File: src/rtl/fetch_pf_pkg.sv
// Shared types and constants for the prefetching fetch unit (fetch_pf).
package fetch_pf_pkg;

    localparam int unsigned PF_AD_LEN     = 32;
    localparam int unsigned PF_INST_WIDTH = 32;
    localparam int unsigned PC_INCR       = 4;

    typedef enum logic [2:0] {
        ST_IDLE,
        ST_REQ,
        ST_WAIT,
        ST_DRAIN,
        ST_HALT
    } fetch_pf_state_t;

    // Entry fields are sized for the default bus/PC widths; narrower builds zero-extend.
    typedef struct packed {
        logic                     fault;
        logic [PF_AD_LEN-1:0]     pc;
        logic [PF_INST_WIDTH-1:0] inst;
    } fetch_pf_entry_t;

endpackage

File: src/rtl/fetch_fifo.sv
// Synchronous instruction queue for fetch_pf: push, pop, flush, count, full/empty.
module fetch_fifo
    import fetch_pf_pkg::*;
#(
    parameter int unsigned DEPTH = 4
) (
    input  logic                   clk_i,
    input  logic                   reset_ni,
    input  logic                   push_i,
    input  logic                   pop_i,
    input  logic                   flush_i,
    input  fetch_pf_entry_t        data_i,
    output fetch_pf_entry_t        head_o,
    output logic [$clog2(DEPTH):0] count_o,
    output logic                   full_o,
    output logic                   empty_o
);

    localparam int unsigned PW = $clog2(DEPTH);
    localparam int unsigned CW = PW + 1;

    fetch_pf_entry_t mem [DEPTH];
    logic [PW-1:0]   wr_ptr;
    logic [PW-1:0]   rd_ptr;
    logic [CW-1:0]   count;
    logic            do_push;
    logic            do_pop;

    assign empty_o = (count == '0);
    assign full_o  = (count == CW'(DEPTH));
    assign count_o = count;
    assign do_push = push_i && !full_o;
    assign do_pop  = pop_i && !empty_o;

    // Head reads as zero when empty so the consumer-facing outputs are clean after reset/flush.
    assign head_o  = empty_o ? '0 : mem[rd_ptr];

    always_ff @(posedge clk_i) begin
        if (!reset_ni || flush_i) begin
            wr_ptr <= '0;
            rd_ptr <= '0;
            count  <= '0;
        end else begin
            if (do_push) wr_ptr <= wr_ptr + PW'(1);
            if (do_pop)  rd_ptr <= rd_ptr + PW'(1);
            unique case ({do_push, do_pop})
                2'b10:   count <= count + CW'(1);
                2'b01:   count <= count - CW'(1);
                default: count <= count;
            endcase
        end
    end

    always_ff @(posedge clk_i) begin
        if (do_push) mem[wr_ptr] <= data_i;
    end

endmodule

File: src/rtl/fetch_pf.sv
// Prefetching instruction fetch unit: request/grant bus port feeding a PC-tagged queue.
// Define FETCH_PF_FAULT_EN to record bus errors per entry and halt fetching on them.
module fetch_pf
    import fetch_pf_pkg::*;
#(
    parameter int unsigned       AD_LEN     = PF_AD_LEN,
    parameter int unsigned       INST_WIDTH = PF_INST_WIDTH,
    parameter int unsigned       DEPTH      = 4,
    parameter logic [AD_LEN-1:0] RESET_PC   = '0
) (
    input  logic                  clk_i,
    input  logic                  reset_ni,
    output logic                  bus_req_o,
    output logic [AD_LEN-1:0]     bus_ad_o,
    input  logic                  bus_gnt_i,
    input  logic                  bus_rvalid_i,
    input  logic [INST_WIDTH-1:0] bus_data_i,
    input  logic                  bus_err_i,
    input  logic                  redirect_i,
    input  logic [AD_LEN-1:0]     redirect_pc_i,
    output logic [INST_WIDTH-1:0] inst_o,
    output logic [AD_LEN-1:0]     inst_pc_o,
    output logic                  inst_fault_o,
    output logic                  inst_valid_o,
    input  logic                  inst_ready_i
);

    localparam int unsigned CW = $clog2(DEPTH) + 1;

    fetch_pf_state_t   state_q, state_d;
    logic [AD_LEN-1:0] pc_q, pc_d;
    logic              push, pop, flush, fault_in;
    logic              full, empty;
    logic [CW-1:0]     count;
    fetch_pf_entry_t   wr_entry, head;

`ifdef FETCH_PF_FAULT_EN
    assign fault_in = bus_err_i;
`else
    logic unused_bus_err;
    assign unused_bus_err = bus_err_i;
    assign fault_in       = 1'b0;
`endif

    assign pop            = !empty && inst_ready_i;
    assign wr_entry.fault = fault_in;
    assign wr_entry.pc    = PF_AD_LEN'(pc_q);
    assign wr_entry.inst  = PF_INST_WIDTH'(bus_data_i);

    fetch_fifo #(.DEPTH(DEPTH)) u_fifo (
        .clk_i   (clk_i),
        .reset_ni(reset_ni),
        .push_i  (push),
        .pop_i   (pop),
        .flush_i (flush),
        .data_i  (wr_entry),
        .head_o  (head),
        .count_o (count),
        .full_o  (full),
        .empty_o (empty)
    );

    always_ff @(posedge clk_i) begin
        if (!reset_ni) begin
            state_q <= ST_IDLE;
            pc_q    <= RESET_PC;
        end else begin
            state_q <= state_d;
            pc_q    <= pc_d;
        end
    end

    always_comb begin
        state_d = state_q;
        pc_d    = pc_q;
        push    = 1'b0;
        flush   = 1'b0;
        if (redirect_i) begin
            flush = 1'b1;
            pc_d  = {redirect_pc_i[AD_LEN-1:2], 2'b00};
            // DRAIN leaves as soon as the outstanding response lands, even under a redirect,
            // so a redirect coinciding with that response cannot wait on a response that never comes.
            unique case (state_q)
                ST_REQ:   state_d = bus_gnt_i    ? ST_DRAIN : ST_IDLE;
                ST_WAIT:  state_d = bus_rvalid_i ? ST_IDLE  : ST_DRAIN;
                ST_DRAIN: state_d = bus_rvalid_i ? ST_IDLE  : ST_DRAIN;
                default:  state_d = ST_IDLE;
            endcase
        end else begin
            unique case (state_q)
                ST_IDLE: if (!full) state_d = ST_REQ;
                ST_REQ:  if (bus_gnt_i) state_d = ST_WAIT;
                ST_WAIT: begin
                    if (bus_rvalid_i) begin
                        push = 1'b1;
                        pc_d = pc_q + AD_LEN'(PC_INCR);
                        if (fault_in)
                            state_d = ST_HALT;
                        else if (count == CW'(DEPTH - 1) && !pop)
                            state_d = ST_IDLE;
                        else
                            state_d = ST_REQ;
                    end
                end
                ST_DRAIN: if (bus_rvalid_i) state_d = ST_IDLE;
                ST_HALT:  state_d = ST_HALT;
                default:  state_d = ST_IDLE;
            endcase
        end
    end

    assign bus_req_o    = (state_q == ST_REQ);
    assign bus_ad_o     = pc_q;
    assign inst_valid_o = !empty;
    assign inst_o       = INST_WIDTH'(head.inst);
    assign inst_pc_o    = AD_LEN'(head.pc);
    assign inst_fault_o = head.fault;

endmodule
File: config.mk
export PLATFORM = sky130hd
export DESIGN_NAME = fetch_pf
export DESIGN_NICKNAME = d
export VERILOG_FILES = /design/src/rtl/fetch_pf_pkg.sv /design/src/rtl/fetch_fifo.sv /design/src/rtl/fetch_pf.sv
export SDC_FILE = /design/constraint.sdc
export NUM_CORES = 1
export LEC_CHECK = 0
export CAP_MARGIN = 40
export CORE_MARGIN = 1
export CORE_UTILIZATION = 33
export CTS_CLUSTER_DIAMETER = 150
export CTS_CLUSTER_SIZE = 16
export DETAILED_ROUTE_END_ITERATION = 12
export SLEW_MARGIN = 40
export SYNTH_ARGS = -nofsm -noshare
export SYNTH_HDL_FRONTEND = slang
export SYNTH_SLANG_ARGS = --single-unit
File: constraint.sdc
create_clock -name clk_i -period 4.1 [get_ports clk_i]
set_clock_uncertainty 0.15 [all_clocks]
set_input_delay 0.82 -clock clk_i [delete_from_list [all_inputs] [get_ports clk_i]]
set_output_delay 0.82 -clock clk_i [all_outputs]
set_load 0.05 [all_outputs]
Word level (Yosys, flattened, before mapping)
Memories as Yosys holds them, arrays and structs flattened. A register that Yosys moved wholly into a read port is not among the register bits.
Index checks and enable logic that the tools add are counted.

operators by class
  equality and inequality tests = 12
  muxes and demuxes = 23
  bitwise gates (word level) = 1
  reduce and logical (&&, ||, !) cells = 19
  add/sub/neg operators = 5

operator list
  kind                   count
  $mux 32                3
  $mux 65                1
  $add 32x3->32 const B  1
  $mux 3                 5
  $pmux 3 s5             1
  $eq 3x2->1 const B     3
  $ne 3x3->1 const B     3
  $mux 2                 4
  $mux 1                 7
  $eq 3x3->1 const B     2
  $logic_not 3->1        2
  $pmux 3 s2             1
  $reduce_bool 2->1      3
  $add 2x1->2 const B    2
  $logic_and 1x1->1      4
  $logic_not 1->1        4
  $pmux 2 s2             1
  $reduce_and 2->1       2
  $reduce_and 4->1       1
  $reduce_or 2->1        2
  $add 3x1->3 const B    1
  $eq 3x1->1 const B     1
  $ne 3x1->1 const B     1
  $sub 3x1->3 const B    1
  4 further kinds        4

word-level totals
  memories kept = 1
  output and inout port bits = 99
  word-level logic and storage cells = 67
  input port bits = 71
  RAM bits = 256
  bits in registers = 42

memory list
  name        depth  width  read ports  clocked after Yosys merged registers in  write ports  RTL line          source
  u_fifo.mem  4      64     1           1                                        1            fetch_fifo.sv:22  fetch_pf_entry_t mem [DEPTH];

Longest topological paths before layout
Gate-level depths: netlist of run 1.

  word-level depth = 9
  mapped depth = 10

Modules after synthesis
A second synthesis of run 1 with hierarchy kept.

second synthesis, totals
  cells, all modules = 730
  area, all modules = 12376.9 um^2

modules (own cells, without submodules)
  module      cells each  times used  area an instance (um^2)
  fetch_fifo  466         1           10314.9
  fetch_pf    264         1           2062.0

Least setup slack after synthesis of run 1
OpenSTA, ideal clock, no wires.

  path type = in2reg
  start = input bus_rvalid_i
  end = memory u_fifo.mem[1][0] (netlist bit), enable pin
  slack = 0.543 ns
  library setup time = 0.426 ns
  stages on the path = 4
  arrival time = 2.980 ns
  buffers on the path = 1
  cell sequence = nand4bb_1 buf_2 a311oi_2 and2_1

on the way
  cells in the longest elaborated chain, start to end = 6

ends and longest elaborated chain
  what                          RTL line          source
  start, declared               fetch_pf.sv:16    input logic bus_rvalid_i,
  $mux 1                        fetch_pf.sv:94    if (bus_rvalid_i) begin
  $mux 1                        fetch_pf.sv:90    unique case (state_q)
  $mux 1                        fetch_pf.sv:78    if (redirect_i) begin
  $logic_and 1x1->1             fetch_fifo.sv:32  assign do_push = push_i && !full_o;
  $mux 1                        fetch_fifo.sv:55  if (do_push) mem[wr_ptr] <= data_i;
  $mux 1 (not written as such)  fetch_fifo.sv:55
  end, declared                 fetch_fifo.sv:22

No other way between the ends.

==> impl_metrics.json, run 1 <==
{
  "status": "finished clean",
  "crit_arrival_ns": 2.93,
  "tightestPinTransition_ns": 0.8134,
  "worstPathMaxFanout": 23,
  "synth_commonest_cells": "edfxtp_1, and2_1, mux4_2, dfxtp_1, o21ai_0",
  "rsz0062_at_grt": "false",
  "multiInputGateArea_um2": 3286,
  "hp-class": "reg2reg",
  "cts_buffers": 22,
  "final_hold_viol_count": 0,
  "path_class": "reg2out",
  "tns_ns": 0,
  "clockBufferDepth": 3,
  "viasPerCell": 5.009,
  "layout.cells.non_filler": 1337,
  "cp-start-kind": "flip-flop",
  "firstDrtPassIters": 4,
  "postRouteAntennaNets": 0,
  "async_flop_share": 0,
  "synth.distinct_cells": 48,
  "drcViolationCount": 0,
  "muxShareOfSynthArea": 0.1194,
  "max-slew-margin-rel": 0.4527,
  "yosys_warnings": 0,
  "synth_compound_area_frac": 0.04089,
  "post_cts_resized": 0,
  "area_delta_synth_final_pct": 24.83,
  "required_ns": 3.13,
  "switching_share": 0.2201,
  "numPortBuffers": 161,
  "grt_pass1_wl_um": 40440,
  "globalRouteOverflowTotal": 0,
  "hpwlAfterDp_um": 16310,
  "fillers": 3155,
  "switchingPower_mw": 1.251,
  "synth_fa_ha_area_frac": 0.008072,
  "cts_hold_buf": 0,
  "post_cts_buffers": 0,
  "endpoint_kind": "output port",
  "globalplace.congestion": 0.7487,
  "finalNetCount": 943,
  "power_frac_comb": 0.059,
  "seqCellArea_um2": 8295,
  "dieArea_um2": 36460,
  "syn_inst": 700,
  "synthMostInstantiatedCell": "edfxtp_1",
  "coreArea_um2": 34800,
  "netlist_area_um2": 11780,
  "drt_iter0_drc": 298,
  "num_io_pins": 170,
  "max_freq_ghz": 0.2562,
  "die_h_um": 190.9,
  "vias": 6697,
  "wl_per_cell_um": 19.92,
  "clock_sinks": 290,
  "rows": 68,
  "synth_top_area_share": 0.6322,
  "synth_xor_area_frac": 0.01190,
  "synth_enable_flop_cells": 248,
  "power.leakage_nw": 4.524,
  "final_layout_size_suffix_gt1_frac": 0.1317,
  "cap_violations": 0,
  "synth_area_leaders": "edfxtp_1, mux4_2, dfxtp_1, and2_1, o21ai_0",
  "power.density_nw_per_um2": 386.4,
  "dpl.cell_count": 1296,
  "routed_wl_um": 26630,
  "power_mw": 5.683,
  "syn_area_per_cell_um2": 16.83,
  "drv_slew": 0,
  "synth-simple-area-share": 0.09612,
  "initial_core_util": 0.3385,
  "seqPwrFrac": 0.580,
  "cts_max_level": 1,
  "grt_use_total": 0.1458,
  "clk_pin_slew_ns": 0.07,
  "p_int_mw": 4.432,
  "die_width_um": 190.9,
  "grt_max_degree": 66,
  "finalCriticalPeriod_ns": 3.904,
  "setup_violations": 0,
  "synth_top_family_by_area": "multiplexers",
  "p_clk_frac": 0.360,
  "grt_antenna_before_repair": 1,
  "synth_ff_type": "edfxtp_1",
  "cts_tree": "built",
  "cts_root_buffer": "clkbuf_16",
  "ir_worst_vdd_mv": 0.2836,
  "yosysSeqAreaShare": 0.7036,
  "synth_seq_cells": 290,
  "period_share": 0.9521,
  "insertion_delay_ns": 0.52,
  "grt_pass1_vias": 6786,
  "synth_top_cell_by_area": "edfxtp_1"
}
## sequential cells by signal (all words and copies together), names as in the netlist, named ones only
name / count
state_q: 3
u_fifo.count_o: 3
u_fifo.mem: 248
bus_ad_o: 30
u_fifo.rd_ptr: 2
u_fifo.wr_ptr: 2
## final cells by class
cell class | instances | area share
timing repair buffer | 181 | 0.1266
tap | 455 | 0.03871
clock inverter | 1 | 0.001106
antenna | 1 | 0.0001702
clock buffer | 39 | 0.04322
inverter | 10 | 0.002638
sequential | 290 | 0.5641
multi-input combinational | 360 | 0.2234
## metal layers
layer	vias up	share of wire	track usage
met5	-	0	0
met4	0	0.023	0.03538
met3	35	0.051	0.02570
met2	181	0.47	0.2382
met1	3397	0.46	0.2011
li1	3084	-	-
## placed cells by master, fill, tap and decap left out, types with 3 or more instances in the layout
master,count
edfxtp_1,248
o211a_1,3
clkbuf_16,23
conb_1,5
dfxtp_1,40
buf_4,12
nand2_1,16
xor2_1,8
a21oi_1,11
or3_1,10
or4_1,5
buf_12,8
nand3_1,16
clkbuf_1,16
xnor2_1,8
nor4b_1,4
clkdlybuf4s50_1,161
a31oi_1,9
nand2b_1,4
ha_1,6
and4_1,7
o31ai_1,5
nand4_1,16
inv_1,9
and2_4,4
nor3_1,6
nor2_1,19
a211oi_1,6
nor4_1,6
and2_1,64
mux4_2,62
o21ai_0,35
and3_1,3
## through the flow
stage | setup WS, ns | util | hold WS [ns] | cell area (µm²)
floorplan | 0.5432 | - | 0.3090 | 11800
global placement | 0.6776 | 0.4037 | 0.3543 | 14050
CTS | 0.09214 | 0.4225 | 0.3700 | 14700
finish | 0.1964 | 0.4226 | 0.3788 | 14710
detailed placement | 0.6670 | 0.4037 | 0.3565 | 14050
global route | 0.02112 | 0.4225 | 0.4037 | 14700
## worst max-delay path, stage by stage, from the launching register on
cell,delay (ns)
dfxtp_4,0.70
buf_12,0.28
mux4_2,0.51
and2_1,0.20
clkdlybuf4s50_1,0.70
## cells by family after synthesis
| group | after synthesis |
|---|---|
| compound gates | 78 |
| xor+xnor | 16 |
| fa+ha+maj | 7 |
| buf+inv | 54 |
| flops | 290 |
| mux | 63 |
| other cells | 1 |
| simple gates | 191 |
## worst paths after layout
path | startpoint | endpoint | slack [ns] | cells past startpoint
worst max register to register | bus_ad_o[4] | bus_ad_o[15] | 1.54 | 4
worst min register to register | u_fifo.rd_ptr[1] | u_fifo.rd_ptr[1] | 0.38 | 2
worst max-delay path | flip-flop | inst_pc_o[31] | 0.20 | 4
worst min-delay path | u_fifo.rd_ptr[1] | u_fifo.rd_ptr[1] | 0.38 | 2
## power groups by stage
| stage | combinational [mW] | sequential (mW) | clock (mW) |
|---|---|---|---|
| floorplan | 0.115 | 3.41 | 0 |
| global placement | 0.338 | 3.36 | 0 |
| detailed placement | 0.339 | 3.36 | 0 |
| CTS | 0.341 | 3.30 | 2.13 |
| global route | 0.359 | 3.30 | 2.22 |
| finish | 0.338 | 3.30 | 2.05 |
(Power assumes the default switching activity.)
==> run 2, diff against run 1 <==
- ABC_CLOCK_PERIOD_IN_PS: default -> 4100
==> results of run 2 <==
Same layout as run 1: the final DEF is identical, and so are final timing and power.
==> run 3, diff against run 2 <==
- MAX_ROUTING_LAYER: default -> met4
==> run 3 against run 2 <==
  * Critical path depth stayed put
  * Clock power hardly changed
  * Global-route usage is 0.45 points higher
  * Combinational power hardly changed
  * Maximum frequency is 0.11% higher
  * Critical path type unchanged
  * Critical endpoint unchanged
==> impl_metrics.json, run 3 (synthesized netlist as in run 1, its figures left out) <==
{
  "status": "finished clean",
  "final_hold_viol_count": 0,
  "clk_pin_slew_ns": 0.07,
  "rr_endpoint": "bus_ad_o[15]",
  "path_class": "reg2out",
  "cp-start-kind": "flip-flop",
  "largest_reg_flops": 248,
  "layout.cells.non_filler": 1337,
  "critPathMaxStageDelay_ns": 0.70,
  "drcViolationCount": 0,
  "holdPathEnd": "u_fifo.rd_ptr[1]",
  "crit_chain": "buf_12 > mux4_2 > and2_1 > clkdlybuf4s50_1",
  "min_from": "u_fifo.rd_ptr[1]",
  "post_cts_resized": 0,
  "worst_slack_ns": 0.2007,
  "hold_path_depth": 2,
  "rsz0062_at_grt": "false",
  "initial_core_util": 0.3385,
  "whs_ns": 0.3767,
  "cts_hold_buf": 0,
  "globalRouteOverflowTotal": 0,
  "hp-class": "reg2reg",
  "grt_use_total": 0.1503,
  "finalCriticalPeriod_ns": 3.899,
  "power.leakage_nw": 4.524,
  "tns_ns": 0,
  "cap_violations": 0,
  "ff2ff_setup_slack_ns": 1.54,
  "regToRegStartpoint": "bus_ad_o[4]",
  "viasPerCell": 5.013,
  "power_mw": 5.679,
  "final_layout_size_suffix_gt1_frac": 0.1317,
  "insertion_delay_ns": 0.52,
  "dieArea_um2": 36460,
  "crit_arrival_ns": 2.93,
  "num_io_pins": 170,
  "tightestPinTransition_ns": 0.7980,
  "clockBufferDepth": 3,
  "cts_buffers": 22,
  "routed_wl_um": 26660,
  "worstPathMaxFanout": 23,
  "rows": 68,
  "cts_max_level": 1,
  "setup_violations": 0,
  "final_common_cell": "edfxtp_1",
  "final_cell_mix": "edfxtp_1, clkdlybuf4s50_1, and2_1",
  "crit_family": "buffers and inverters",
  "cp_slowest_cell": "dfxtp_4",
  "top_register": "u_fifo.mem",
  "ir_worst_vdd_mv": 0.2840,
  "grt_antenna_before_repair": 1,
  "postRouteAntennaNets": 0,
  "area_delta_synth_final_pct": 24.83,
  "period_share": 0.9510,
  "endpoint_kind": "output port",
  "finalNetCount": 943,
  "cts_tree": "built",
  "required_ns": 3.13,
  "power.density_nw_per_um2": 386.2,
  "globalplace.congestion": 0.7583,
  "drt_iter0_drc": 278,
  "die_h_um": 190.9,
  "wl_per_cell_um": 19.94,
  "grt_pass1_vias": 6788,
  "placed_area_um2": 14050,
  "clock_sinks": 290,
  "r2r_cells": 4,
  "post_cts_buffers": 0,
  "dpl.cell_count": 1296,
  "hpwlAfterDp_um": 16310,
  "max_freq_ghz": 0.2565,
  "grt_max_degree": 66,
  "numPortBuffers": 161,
  "drv_slew": 0,
  "max-slew-margin-rel": 0.4631,
  "utilization": 0.4226,
  "critPathBufInv": 2,
  "coreArea_um2": 34800,
  "place_ws_ns": 0.6670,
  "die_width_um": 190.9,
  "vias": 6702,
  "cts_root_buffer": "clkbuf_16",
  "final_area_um2": 14710,
  "grt_pass1_wl_um": 40450,
  "firstDrtPassIters": 4
}
## run 3: cell counts in the layout (fill, tap and decap cells not counted)
Identical to the previous run, type by type.
## run 3: where the power goes
part / internal, mW / switching, mW / total [mW]
sequential: 3.23 / 0.0656 / 3.30
combinational: 0.142 / 0.196 / 0.338
clock: 1.06 / 0.986 / 2.04
## run 3: metal layers
layer / GRT usage / part of all wire
met2: 0.2383 / 0.47
met1: 0.2020 / 0.45
met4: 0.03538 / 0.024
met3: 0.02460 / 0.049
met5: - / 0
## run 3: worst max-delay path by stage
stage / start / endpoint / slack [ns] / cells past startpoint
5_1_grt: flip-flop / inst_pc_o[31] / 0.02 / 4
3_5_place_dp: flip-flop / inst_pc_o[31] / 0.67 / 4
2_1_floorplan: bus_rvalid_i / u_fifo.mem[1][0] / 0.54 / 4
3_3_place_gp: flip-flop / inst_pc_o[29] / 0.68 / 4
6_report: flip-flop / inst_pc_o[31] / 0.20 / 4
4_1_cts: flip-flop / inst_pc_o[31] / 0.09 / 4
## run 3: worst reg2reg max path: stages (launching register included)
cell and delay [ns]:
dfxtp_1 0.57, nand4_1 0.34, or4_1 0.81, o21a_1 0.26
o311a_1 0.31
## run 3: final cells by class
type                    instances  area (µm²)
multi-input cells             360        3286
diodes                          1       2.502
clock inverters                 1       16.27
fillers                      3154       20090
repair buffers                181        1862
clock buffers                  39       635.6
well taps                     455       569.3
inverters                      10       38.79
flip-flops and latches        290        8295
